### src/rtl/cache_refill_ctrl.sv
// Cache line refill controller: optional dirty-victim writeback, line refill, tag commit.
// Define CACHE_CRITICAL_WORD_FIRST_EN to start the refill at the missing word.
`ifndef CACHE_T
`define CACHE_T 26
`endif
`ifndef CACHE_B
`define CACHE_B 4
`endif

module cache_refill_ctrl #(
    parameter int TAG_WIDTH    = `CACHE_T,
    parameter int OFFSET_WIDTH = `CACHE_B
) (
    input  logic                    clk,
    input  logic                    resetn,
    input  logic                    req,
    input  logic [31:0]             addr,
    input  logic                    hit,
    input  logic                    dirty,
    input  logic [TAG_WIDTH-1:0]    replace_tag,
    output logic [OFFSET_WIDTH-3:0] victim_idx,
    input  logic [31:0]             victim_data,
    output logic                    mem_req,
    output logic                    mem_wen,
    output logic [31:0]             mem_addr,
    output logic [31:0]             mem_wdata,
    input  logic [31:0]             mem_rdata,
    input  logic                    mem_ready,
    output logic                    fill_wen,
    output logic [OFFSET_WIDTH-3:0] fill_idx,
    output logic [31:0]             fill_data,
    output logic                    tag_wen,
    output logic                    stall
);

    localparam int IW         = OFFSET_WIDTH - 2;
    localparam int SW         = 32 - TAG_WIDTH - OFFSET_WIDTH;
    localparam int LINE_WORDS = 2 ** IW;
    localparam logic [IW-1:0] LAST = IW'(LINE_WORDS - 1);

    typedef enum logic [1:0] {
        IDLE,
        WRITEBACK,
        REFILL,
        COMMIT
    } state_t;

    state_t               state_q, state_d;
    logic [IW-1:0]        cnt_q, cnt_d, cnt_inc;
    logic [TAG_WIDTH-1:0] ltag_q, rtag_q;
    logic [SW-1:0]        lset_q;
    logic                 latch;
    logic [IW-1:0]        start_new, start_lat;
    logic                 unused_bits;

`ifdef CACHE_CRITICAL_WORD_FIRST_EN
    logic [IW-1:0] lword_q;

    always_ff @(posedge clk or negedge resetn) begin
        if (!resetn)
            lword_q <= '0;
        else if (latch)
            lword_q <= addr[OFFSET_WIDTH-1:2];
    end

    assign start_new   = addr[OFFSET_WIDTH-1:2];
    assign start_lat   = lword_q;
    assign unused_bits = ^addr[1:0];
`else
    assign start_new   = '0;
    assign start_lat   = '0;
    assign unused_bits = ^addr[OFFSET_WIDTH-1:0];
`endif

    assign cnt_inc = cnt_q + 1'b1;

    always_ff @(posedge clk or negedge resetn) begin
        if (!resetn) begin
            state_q <= IDLE;
            cnt_q   <= '0;
            ltag_q  <= '0;
            lset_q  <= '0;
            rtag_q  <= '0;
        end else begin
            state_q <= state_d;
            cnt_q   <= cnt_d;
            if (latch) begin
                ltag_q <= addr[31 -: TAG_WIDTH];
                lset_q <= addr[31-TAG_WIDTH:OFFSET_WIDTH];
                rtag_q <= replace_tag;
            end
        end
    end

    always_comb begin
        state_d    = state_q;
        cnt_d      = cnt_q;
        latch      = 1'b0;
        victim_idx = '0;
        mem_req    = 1'b0;
        mem_wen    = 1'b0;
        mem_addr   = '0;
        mem_wdata  = '0;
        fill_wen   = 1'b0;
        fill_idx   = '0;
        fill_data  = '0;
        tag_wen    = 1'b0;
        stall      = 1'b0;
        unique case (state_q)
            IDLE: begin
                if (req && !hit) begin
                    // held low while resetn is asserted so every output reads 0
                    stall = resetn;
                    latch = 1'b1;
                    if (dirty) begin
                        state_d = WRITEBACK;
                        cnt_d   = '0;
                    end else begin
                        state_d = REFILL;
                        cnt_d   = start_new;
                    end
                end
            end
            WRITEBACK: begin
                stall      = 1'b1;
                mem_req    = 1'b1;
                mem_wen    = 1'b1;
                victim_idx = cnt_q;
                mem_wdata  = victim_data;
                mem_addr   = {rtag_q, lset_q, cnt_q, 2'b00};
                if (mem_ready) begin
                    if (cnt_q == LAST) begin
                        state_d = REFILL;
                        cnt_d   = start_lat;
                    end else begin
                        cnt_d = cnt_inc;
                    end
                end
            end
            REFILL: begin
                stall    = 1'b1;
                mem_req  = 1'b1;
                mem_addr = {ltag_q, lset_q, cnt_q, 2'b00};
                if (mem_ready) begin
                    fill_wen  = 1'b1;
                    fill_idx  = cnt_q;
                    fill_data = mem_rdata;
                    cnt_d     = cnt_inc;
                    // the line is complete once the counter wraps to its start
                    if (cnt_inc == start_lat)
                        state_d = COMMIT;
                end
            end
            COMMIT: begin
                stall   = 1'b1;
                tag_wen = 1'b1;
                cnt_d   = '0;
                state_d = IDLE;
            end
            default: state_d = IDLE;
        endcase
    end

endmodule

### config.mk
export PLATFORM = sky130hd
export DESIGN_NAME = cache_refill_ctrl
export DESIGN_NICKNAME = d
export VERILOG_FILES = /design/src/rtl/cache_refill_ctrl.sv
export SDC_FILE = /design/constraint.sdc
export NUM_CORES = 1
export LEC_CHECK = 0
export CAP_MARGIN = 20
export CORE_AREA = 2 2 92 94
export CTS_CLUSTER_SIZE = 12
export DETAILED_ROUTE_END_ITERATION = 6
export DIE_AREA = 0 0 94 96
export DONT_BUFFER_PORTS = 1
export PLACE_DENSITY = 0.56
export SLEW_MARGIN = 30
export SYNTH_ARGS = -nofsm -noshare
export SYNTH_HDL_FRONTEND = slang
export SYNTH_SLANG_ARGS = --single-unit
### constraint.sdc
create_clock -name clk -period 2.3 [get_ports clk]
set_clock_uncertainty 0.15 [all_clocks]
set_input_delay 0.46 -clock clk [delete_from_list [all_inputs] [get_ports clk]]
set_output_delay 0.46 -clock clk [all_outputs]
set_load 0.01 [all_outputs]
# == After elaboration in Yosys (flattened, before gate mapping) ==
# Index checks and enable logic that the tools add are counted.
# op_classes
add_sub_neg,1
multipliers,0
div,0
magnitude_cmp,0
eq_ne,9
shift,0
n_mux,28
n_bitwise,0
n_reduce_logical,8
# ops
op,n
$mux W32,3
$pmux W32 S2,1
$mux W2,13
$pmux W2 S4,2
$ne A2 B2 Y1 const B,5
$mux W1,8
$eq A2 B2 Y1 const B,3
$reduce_and A5 Y1,1
$logic_not A2 Y1,2
$reduce_and A3 Y1,1
$reduce_or A3 Y1,1
$add A2 B1 Y2 const B,1
$eq A2 B1 Y1 const B,1
$pmux W1 S2,1
$reduce_or A2 Y1,1
$logic_and A1 B1 Y1,1
$logic_not A1 Y1,1
# word_totals
regBits,58
latch_bits,0
mem_bits_rw,0
rom_bits,0
out_inout_bits,105
wordCells,51
n_memories,0

# == Logic depth before layout (Yosys ltp) ==
# logic_depth
ltp_word,5
depth_mapped,6
ltp_nobuf,5

# == Worst setup path after synthesis ==
# Ideal clock, no wire load.
# synth_timing
kind,register -> output
from,register state_q[0]
to,output port mem_addr[10]
t_arrival_ns,1.515
required_time_ns,1.690
slack_ns,0.175
stages_incl_launch_ff,7
path_buffers,2
path_cell_list,dfrtp_1 inv_1 ha_1 inv_1 buf_2 buf_1 nor2_1
# synth_between
elab_chain_cells,2
word_cells_on_any_way,3
cone_classes,eq/ne (2); mux (1)
# synth_lines
element,line_no,text
from (decl),48,"state_t state_q, state_d;"
from (signal assigned),85,state_q <= state_d;
$eq A2 B2 Y1 / $eq A2 B1 Y1 (equally long branches),109,unique case (state_q)
$pmux W32 S2 (*),109,
to (decl),25,"output logic [31:0] mem_addr,"
# Every way passes the cells marked *; elsewhere a longest branch is shown, timed or not.

# == Final worst setup path ==
# layout_timing
from,register state_q[1]
to,output port mem_addr[14]
# Same word-level chain as after synthesis.

==> results.yml <==
clocking:
  numCtsBuffers: 9
  clock-sinks: 58
  clkSlewWorstSetupHoldPaths_ps: 70
  cts_buffer_depth: 2
  cts_root_buf: "clkbuf_8"
  cts_tree: "built"
  htreeDepth: 3
  insertion_delay_ps: 330
placed_design:
  port_buffers: 0
  dp.cells: 387
  dp_slack_ps: 206
  gp_congestion: 0.695
  place_area_um2: 3370
  dp_hpwl_mm: 6.14
power_and_ir_drop:
  peakVddDrop_v: 0.000683
  pwr-share-seq_pct: 31.5
  power_density_nw_per_um2: 1520
  p_sw_mw: 2.34
  combPwrFrac_pct: 51.3
  clock_power_share_pct: 17.2
  p_int_mw: 3.43
  p_leak_nw: 1.73
  switching_share_pct: 40.5
  power.total_mw: 5.77
route:
  num_vias: 2307
  dr.pass1.iters: 4
  ant_nets: 0
  wl_per_cell_um: 21.3
  vias_per_cell: 5.61
  totalWireLength_mm: 8.75
  drc: 0
  drt_iter0_markers: 94
finish:
  fin_area_um2: 3800
  drive_above_1_share_pct: 17.4
  area_delta_synth_final_pct: 17.0
  nNetsFinal: 436
  finalNonFillerCells: 411
  fill_cells: 747
  multiInputGateArea_um2: 1740
  ff_latch_area_um2: 1450
critical_path:
  r2r_cells: 6
  critPathCaptureType: "output port"
  cp.arrival_ps: 1630
  cp_max_fo: 44
  path_class: "reg2out"
  cp-start-kind: "register"
  cp.required_ps: 1690
logic_synthesis:
  ys_warn_count: 0
  syn_inst: 298
  synthFlopType: "dfrtp_1"
  synth-async-reset-ratio_pct: 100
  mappedNetlistArea_um2: 3250
  synth-edff-count: 0
  ys_seq_area_share_pct: 44.7
  ys_types: 26
  ys_seq_elements: 58
  synth_area_per_cell_um2: 10.9
global_routing:
  use_met2_pct: 33.1
  grt_max_degree: 59
  use_met1_pct: 22.5
  antenna_found_initial: 4
  grt_busiest_layer: "met2"
  grt_pass1_vias: 2252
  grtUsageTotal_pct: 19.0
  grt_first_pass_wirelength_mm: 12.5
  use_met3_pct: 5.72
  overflow: 0
sta:
  finalSetupViolCount: 0
  fin_setup_tns_ps: 0
  finalCritPeriodShare_pct: 97.3
  worst_slack_ps: 62.6
  drv_slew: 0
  hold_viol_final: 0
  min_period_ps: 2240
  grt_setup_unrepaired: "true"
  max_freq_ghz: 0.447
floorplanning:
  dieArea_um2: 9020
  rows: 33
  fp.dieW_um: 94
  start_util_pct: 40.3
  die_height_um: 96
  coreArea_um2: 8050
  io_pins: 233
status:
  status: "finished, final reports clean"
job:
  cap_viol_max_count: 0
hold_path:
  hold_path_depth: 1
  holdCritPathClass: "in2reg"
## routing by layer
metal  up-vias  share of wire (%)
met1      1126                 40
met4         2                1.2
met2       125                 51
met3        16                7.4
li1       1038                  -
met5         -               0.14
## logic make-up (layout without fill, tap and decap cells)
group                    count (synthesis)  count (layout)  share of synthesized area [%]
AND/OR/NAND/NOR                        107             107                           18.4
flip-flops                              58              58                           44.7
other                                    1               4                          0.115
AO/OA/AOI/OAI                           32              32                           7.63
adder cells (fa/ha/maj)                  8               8                           3.08
buffers and inverters                   32              37                           5.43
multiplexers                            60              60                           20.6
## synthesized netlist by cell type, types with 2 or more instances
cell      instances  area (µm²)
buf_6             6        67.6
buf_2             3        15.0
ha_1              8         100
nor3_1            2        10.0
mux2_1           55         619
mux2i_1           5        50.1
and2_1           37         231
dfrtp_1          58        1450
o211ai_1          2        15.0
clkbuf_1         14        52.6
a22oi_1          26         195
nand2_1           2        7.51
buf_1             2        7.51
inv_1             5        18.8
and3_1           34         213
buf_4             2        15.0
nor2_1           28         105
## worst max-delay path, cell delays in order, from the launching register on
cell	delay (ps)
dfrtp_2	410
buf_4	160
ha_4	180
buf_12	160
a22oi_1	300
nor2_4	70
## per-stage QoR
stage	hold WS (ps)	utilization, %
floorplan	14.4	-
global placement	15.8	41.8
detailed placement	15.9	41.8
CTS	83.6	46.3
global route	88.4	47.2
finish	103	47.2
## area by class of cell
cell class / count / share of cell area [%]
antenna: 2 / 0.132
clock buffer: 12 / 3.56
clock inverter: 3 / 1.71
inverter: 5 / 0.560
multi-input combinational: 209 / 45.8
sequential: 58 / 38.2
tap: 105 / 3.46
timing repair buffer: 17 / 6.59
## registers in the layout, indices dropped and copies added, names as in the netlist
signal / count
rtag_q: 26
ltag_q: 26
state_q: 2
lset_q: 2
cnt_q: 2
## final timing paths
| path | endpoint | startpoint | slack [ps] |
|---|---|---|---|
| worst max register to register | state_q[1]$_DFFE_PN0P_ | state_q[0]$_DFFE_PN0P_ | 310 |
| max in group asynchronous | state_q[1]$_DFFE_PN0P_ | resetn | 1240 |
| min in group asynchronous | rtag_q[11]$_DFFE_PN0P_ | resetn | 500 |
| worst min register to register | lset_q[1]$_DFFE_PN0P_ | lset_q[1]$_DFFE_PN0P_ | 340 |
| worst min-delay path | rtag_q[17]$_DFFE_PN0P_ | replace_tag[17] | 100 |
| worst max-delay path | mem_addr[14] | state_q[1]$_DFFE_PN0P_ | 60 |
## timing repair
action / in CTS / in global routing
hold buffers: 2 / 0
resized for setup: 25 / 8
endpoints found under the setup margin: 85 / 18
cloned: 1 / 0
pin swaps: 0 / 1
setup buffers: 2 / 2
endpoints found under the hold margin: 58 / 0
## layout by cell type (no fill, tap or decap), types with 2 or more instances in the layout
cell type,synthesis,layout
mux2i_1,5,5
a22oi_1,26,25
clkbuf_8,0,9
conb_1,1,2
clkbuf_1,14,3
mux2_1,55,55
buf_12,0,6
nor2_4,0,7
and2_1,37,37
diode_2,0,2
o211ai_1,2,2
nor2_2,0,6
ha_4,0,3
nor2_1,28,15
inv_2,0,2
ha_1,8,5
dfrtp_1,58,57
buf_4,2,8
bufinv_16,0,2
inv_1,5,2
and3_1,34,34
nand2_1,2,2
## power by group through the flow
stage | registers, mW | logic (mW) | clock network, mW
global placement | 1.82 | 2.37 | 0
CTS | 1.82 | 2.86 | 1.03
detailed placement | 1.84 | 2.39 | 0
floorplan | 1.75 | 1.89 | 0
global route | 1.89 | 3.26 | 1.07
finish | 1.82 | 2.96 | 0.993
No activity file was read; power rests on OpenSTA's default activity.
